## config.mk

```make
export PLATFORM = sky130hd
export DESIGN_NAME = timing_gen_flat
export DESIGN_NICKNAME = d
export VERILOG_FILES = /design/src/rtl/timing_gen_pkg.sv /design/src/rtl/timing_gen_if.sv /design/src/rtl/timing_gen_qd_debounce.sv /design/src/rtl/timing_gen.sv /design/src/flat_wrapper.sv
export SDC_FILE = /design/constraint.sdc
export NUM_CORES = 1
export LEC_CHECK = 0
export CAP_MARGIN = 20
export CORE_MARGIN = 10
export CORE_UTILIZATION = 48
export DETAILED_ROUTE_END_ITERATION = 10
export PLACE_DENSITY_LB_ADDON = 0.08
export REMOVE_ABC_BUFFERS = 1
export SYNTH_ARGS = -nofsm -noshare
export SYNTH_HDL_FRONTEND = slang
export SYNTH_SLANG_ARGS = --single-unit
```

## constraint.sdc

```tcl
create_clock -name clk -period 2 [get_ports clk]
set_input_delay 0.6 -clock clk [delete_from_list [all_inputs] [get_ports clk]]
set_output_delay 0.6 -clock clk [all_outputs]
set_load 0.005 [all_outputs]
```

## src/rtl/timing_gen_pkg.sv

```systemverilog
// Shared beat/phase encodings and beat-sequencing rule for the timing generator.
package cpu_pkg;

  typedef enum logic [1:0] {B_IDLE, B_W1, B_W2, B_W3} beat_t;
  typedef enum logic [1:0] {P_T1, P_T2, P_T3} phase_t;

  localparam int PHASES_PER_BEAT = 3;

  // Beat that follows a completed beat when no stop is requested.
  function automatic beat_t beat_after(beat_t b, logic is_short, logic is_long);
    case (b)
      B_W1:    return is_short ? B_W1 : B_W2;
      B_W2:    return is_long ? B_W3 : B_W1;
      default: return B_W1;
    endcase
  endfunction

endpackage

```

## src/rtl/timing_gen_if.sv

```systemverilog
// Controller-facing bundle: start button and beat requests in, phase/beat levels out.
interface timing_gen_if;
  logic i_qd;
  logic i_short;
  logic i_long;
  logic i_stop;
  logic o_t1;
  logic o_t2;
  logic o_t3;
  logic o_w1;
  logic o_w2;
  logic o_w3;
  logic o_running;

  modport master (
    output i_qd, i_short, i_long, i_stop,
    input  o_t1, o_t2, o_t3, o_w1, o_w2, o_w3, o_running
  );

  modport slave (
    input  i_qd, i_short, i_long, i_stop,
    output o_t1, o_t2, o_t3, o_w1, o_w2, o_w3, o_running
  );
endinterface

```

## src/rtl/timing_gen_qd_debounce.sv

```systemverilog
// Start button conditioning: 2-flop synchroniser, counting debouncer and a
// one-clock pulse on each rising edge of the debounced level.
module qd_debounce #(
  parameter int DEBOUNCE_CYCLES = 4
) (
  input  logic clk,
  input  logic clr,
  input  logic i_qd,
  output logic o_start
);

  localparam int CW = $clog2(DEBOUNCE_CYCLES + 1);

  logic          r_sync1;
  logic          r_sync2;
  logic          r_level;
  logic          r_level_d;
  logic [CW-1:0] r_cnt;

  // The level resets high so a button still held through clr cannot start the
  // machine; it must be seen released before a press counts.
  always_ff @(posedge clk) begin
    if (clr) begin
      r_sync1   <= 1'b0;
      r_sync2   <= 1'b0;
      r_level   <= 1'b1;
      r_level_d <= 1'b1;
      r_cnt     <= '0;
    end else begin
      r_sync1   <= i_qd;
      r_sync2   <= r_sync1;
      r_level_d <= r_level;
      if (r_sync2 != r_level) begin
        if (r_cnt == CW'(DEBOUNCE_CYCLES - 1)) begin
          r_level <= r_sync2;
          r_cnt   <= '0;
        end else begin
          r_cnt <= r_cnt + CW'(1);
        end
      end else begin
        r_cnt <= '0;
      end
    end
  end

  assign o_start = r_level & ~r_level_d;

endmodule

```

## src/rtl/timing_gen.sv

```systemverilog
// Beat/phase timing generator: beat FSM plus phase counter with registered
// one-hot outputs so the downstream controller sees glitch-free levels.
module timing_gen
  import cpu_pkg::*;
#(
  parameter int DEBOUNCE_CYCLES = 4
) (
  input logic          clk,
  input logic          clr,
  timing_gen_if.slave  bus
);

  logic   w_start;
  beat_t  r_beat;
  beat_t  w_beat_next;
  phase_t r_phase;
  phase_t w_phase_next;
  logic   r_t1, r_t2, r_t3;
  logic   r_w1, r_w2, r_w3;
  logic   r_running;

  qd_debounce #(.DEBOUNCE_CYCLES(DEBOUNCE_CYCLES)) u_qd_debounce (
    .clk     (clk),
    .clr     (clr),
    .i_qd    (bus.i_qd),
    .o_start (w_start)
  );

  // Start pulses are only looked at while idle; an illegal phase halts.
  always_comb begin
    w_beat_next  = r_beat;
    w_phase_next = P_T1;
    if (r_beat == B_IDLE) begin
      if (w_start) w_beat_next = B_W1;
    end else begin
      case (r_phase)
        P_T1:    w_phase_next = P_T2;
        P_T2:    w_phase_next = P_T3;
        P_T3:    w_beat_next  = bus.i_stop ? B_IDLE
                                           : beat_after(r_beat, bus.i_short, bus.i_long);
        default: w_beat_next  = B_IDLE;
      endcase
    end
  end

  always_ff @(posedge clk) begin
    if (clr) begin
      r_beat    <= B_IDLE;
      r_phase   <= P_T1;
      r_running <= 1'b0;
      r_t1      <= 1'b0;
      r_t2      <= 1'b0;
      r_t3      <= 1'b0;
      r_w1      <= 1'b0;
      r_w2      <= 1'b0;
      r_w3      <= 1'b0;
    end else begin
      r_beat    <= w_beat_next;
      r_phase   <= w_phase_next;
      r_running <= (w_beat_next != B_IDLE);
      r_t1      <= (w_beat_next != B_IDLE) && (w_phase_next == P_T1);
      r_t2      <= (w_beat_next != B_IDLE) && (w_phase_next == P_T2);
      r_t3      <= (w_beat_next != B_IDLE) && (w_phase_next == P_T3);
      r_w1      <= (w_beat_next == B_W1);
      r_w2      <= (w_beat_next == B_W2);
      r_w3      <= (w_beat_next == B_W3);
    end
  end

  assign bus.o_t1      = r_t1;
  assign bus.o_t2      = r_t2;
  assign bus.o_t3      = r_t3;
  assign bus.o_w1      = r_w1;
  assign bus.o_w2      = r_w2;
  assign bus.o_w3      = r_w3;
  assign bus.o_running = r_running;

endmodule

```

## src/flat_wrapper.sv

```systemverilog
// flat-port wrapper written by rule: the top's interface ports become plain ports
module timing_gen_flat import cpu_pkg::*;
#(
  parameter int DEBOUNCE_CYCLES = 4
)
  (clk, clr, bus_i_qd, bus_i_short, bus_i_long, bus_i_stop, bus_o_t1, bus_o_t2, bus_o_t3, bus_o_w1, bus_o_w2, bus_o_w3, bus_o_running);
  timing_gen_if bus_i ();
  input logic clk;
  input logic clr;
  input wire logic [$bits(bus_i.i_qd)-1:0] bus_i_qd;
  input wire logic [$bits(bus_i.i_short)-1:0] bus_i_short;
  input wire logic [$bits(bus_i.i_long)-1:0] bus_i_long;
  input wire logic [$bits(bus_i.i_stop)-1:0] bus_i_stop;
  output wire logic [$bits(bus_i.o_t1)-1:0] bus_o_t1;
  output wire logic [$bits(bus_i.o_t2)-1:0] bus_o_t2;
  output wire logic [$bits(bus_i.o_t3)-1:0] bus_o_t3;
  output wire logic [$bits(bus_i.o_w1)-1:0] bus_o_w1;
  output wire logic [$bits(bus_i.o_w2)-1:0] bus_o_w2;
  output wire logic [$bits(bus_i.o_w3)-1:0] bus_o_w3;
  output wire logic [$bits(bus_i.o_running)-1:0] bus_o_running;
  assign bus_i.i_qd = bus_i_qd;
  assign bus_i.i_short = bus_i_short;
  assign bus_i.i_long = bus_i_long;
  assign bus_i.i_stop = bus_i_stop;
  assign bus_o_t1 = bus_i.o_t1;
  assign bus_o_t2 = bus_i.o_t2;
  assign bus_o_t3 = bus_i.o_t3;
  assign bus_o_w1 = bus_i.o_w1;
  assign bus_o_w2 = bus_i.o_w2;
  assign bus_o_w3 = bus_i.o_w3;
  assign bus_o_running = bus_i.o_running;
  timing_gen #(.DEBOUNCE_CYCLES(DEBOUNCE_CYCLES)) u_core (.clk(clk), .clr(clr), .bus(bus_i));
endmodule
```

==> run_results.csv <==
group,metric,value,unit
routing,routedWlPerCell,11.66,µm
worst_setup_path,crit_slowest_cell,"or4b_4",
pwr,ir_drop,0.4829,mV
global_route,grtUsageTotal,7.605,%
job,drv_cap,0,
global_route,grt_pass1_vias,477,
die,die_w,58.41,µm
final_layout,top_regs,"u_core.u_qd_debounce.r_cnt (3), u_core.r_beat (2), u_core.r_phase (2)",
final_layout,drive_above_1_share,21.95,%
final_layout,final_area,902.1,µm²
cts,cts_buffers,3,
cts,h-tree-depth,1,
global_route,grt_pass1_wl,2.056,mm
cts,clk_latency,280,ps
logic_synthesis,ys_warn_count,0,
worst_setup_path,cp_slowest_stage_delay,560,ps
timing,final.period_utilization,89.57,%
die,io_pins,13,
final_layout,area_growth,27.39,%
routing,initialDrtViolationCount,5,
routing,route.vias.total,485,
timing,setup_tns,0,ps
logic_synthesis,syn_area_per_cell,11.07,µm²
cts,tritoncts,"built",
final_layout,nets,94,
worst_setup_path,start_kind,"primary input",
timing,rsz0062_at_grt,"no",
routing,viasPerCell,5.000,
global_route,grt_overflow,0,
logic_synthesis,synth_seq_area_share,50.88,%
global_route,grt_max_degree,11,
final_layout,layout_commonest_cell,"dfxtp_1",
die,die_area,3412,µm²
timing,setup_viol,0,
logic_synthesis,synthesis.area,708.2,µm²
timing,maxSlewHeadroom,71.77,%
worst_setup_path,end_kind,"register",
timing,min_period,1791,ps
placement,hpwl,888.2,µm
final_layout,mostFrequentLayoutCells,"18 x dfxtp_1, 12 x clkdlybuf4s50_1, 8 x nor2_1",
final_layout,regMostFlops,"u_core.u_qd_debounce.r_cnt",
timing,tightest_slew,421.9,ps
final_layout,diodes,0,
logic_synthesis,async_reset_ff_share,0,%
worst_setup_path,path_cells,"clkdlybuf4s50_1, or4b_4, a21oi_2, a32oi_2, nor3b_2",
die,die_h,58.41,µm
worst_setup_path,cp.arrival,1960,ps
logic_synthesis,synth_seq_cells,18,
timing,slew_violations,0,
cts,clockBufferDepth,2,
die,rows,13,
global_route,grt_antenna_before_repair,0,
worst_setup_path,path_max_fanout,4,
logic_synthesis,synth-main-ff-cell,"dfxtp_1",
die,core_area,1350,µm²
logic_synthesis,syn_inst,64,
cts,root_buffer,"clkbuf_4",
routing,detail-route-antenna-nets,0,
routing,route.detailed.drc,0,
worst_setup_path,cpLargestDelayFamily,"simple AND/OR/NAND/NOR gates",
die,start_util,52.46,%
cts,clk_pin_slew,90,ps
timing,skew,3.068,ps
timing,fmax,558.2,MHz
logic_synthesis,synth.area.top_cells,"dfxtp_1 51%, ha_1 8.8%, nor2_1 4.2%, nor3b_2 3.5%, nor3_2 2.8%",
min_path,hold_path.class,"reg -> reg",
timing,hold_viol_final,0,
placement,gp_congestion,0.7517,
worst_setup_path,path_buf_inv,1,
logic_synthesis,yosys.area.top_type_share,50.88,%
worst_setup_path,critical_path_class,"in -> reg",
cts,cts_resized,0,
placement,dpl-instance-area,865.8,µm²
cts,cts_setup_buffers,0,
logic_synthesis,synth_edf_count,0,
worst_setup_path,required,2170,ps
pwr,powerDensity,731.6,nW/µm²
final_layout,largest_register_ffs,3,
cts,numClockSinks,18,
logic_synthesis,synth_largest_area_cell,"dfxtp_1",
cts,hold_buffers,0,
pwr,leakage,0.3417,nW
placement,io_buffers,12,
routing,dr.pass1.iters,4,
run_status,outcome,"complete, no violations",
routing,wirelength,1.131,mm
logic_synthesis,ys_types,26,
==> cell families after synthesis <==
family / after synthesis / share of synthesized area [%]
fa+ha+maj: 5 / 8.834
buf+inv: 5 / 2.649
xor+xnor: 1 / 1.237
flops: 18 / 50.88
simple gates: 28 / 26.50
compound gates: 7 / 9.894
==> cells in the mapped netlist, types with 2 or more instances <==
cell      number
inv_1          4
nor3b_2        2
nor2b_1        3
nor3_2         2
nand2_1        2
dfxtp_1       18
nand2b_1       2
nor2b_2        2
nor2_1         8
ha_1           5
==> routing by layer <==
metal  track usage, %  part of all wire [%]  routed length [µm]
met1            8.834                    49                 552
met3            2.790                   7.7                  87
met2            10.93                    43                 483
met5                0                     0                   0
met4            6.040                  0.71                   8
==> power by group <==
group / switching [W] / leakage, nW / internal, W
clock: 0.000103 / 0.0210 / 0.000111
combinational: 0.0000296 / 0.175 / 0.0000357
sequential: 0.00000663 / 0.146 / 0.000374
total: 0.000140 / 0.342 / 0.000520
==> per-stage QoR <==
step / hold slack, ps / power (W) / utilization [%] / setup WS, ps / cells
floorplan: 399.0 / 0.0004254 / - / 342.9 / 63
global placement: 412.2 / 0.0004541 / 64.13 / -97.39 / 93
detailed placement: 416.8 / 0.0004554 / 64.13 / -106.3 / 93
CTS: 430.9 / 0.0006719 / 66.82 / 211.9 / 97
global route: 453.0 / 0.0006926 / 66.82 / 97.85 / 97
finish: 426.6 / 0.0006600 / 66.82 / 208.7 / 97
==> path summary, 6_finish.rpt <==
kind,startpoint,end,slack [ps],cells past startpoint
min reg2reg,u_core.u_qd_debounce.r_cnt[0]$_SDFF_PP0_,u_core.u_qd_debounce.r_cnt[0]$_SDFF_PP0_,430,1
max,bus_i_stop,u_core.bus.o_w1$_SDFF_PP0_,210,5
max reg2reg,u_core.r_beat[1]$_SDFF_PP0_,u_core.bus.o_w1$_SDFF_PP0_,230,6
min,u_core.u_qd_debounce.r_cnt[0]$_SDFF_PP0_,u_core.u_qd_debounce.r_cnt[0]$_SDFF_PP0_,430,1
==> layout make-up <==
cell class	instances	area [µm²]
inverters	4	15.01
multi-input cells	41	329.1
fillers	115	447.9
flip-flops and latches	18	360.3
well taps	15	18.77
repair buffers	15	142.6
clock buffers	4	36.28
==> worst reg2reg max path, stage by stage, from the launching register on <==
cell	delay (ps)
dfxtp_1	400
inv_1	80
ha_1	250
or4b_4	530
a21oi_2	130
a32oi_2	90
nor3b_2	180
Note: power is estimated with default switching activity, not from simulation.
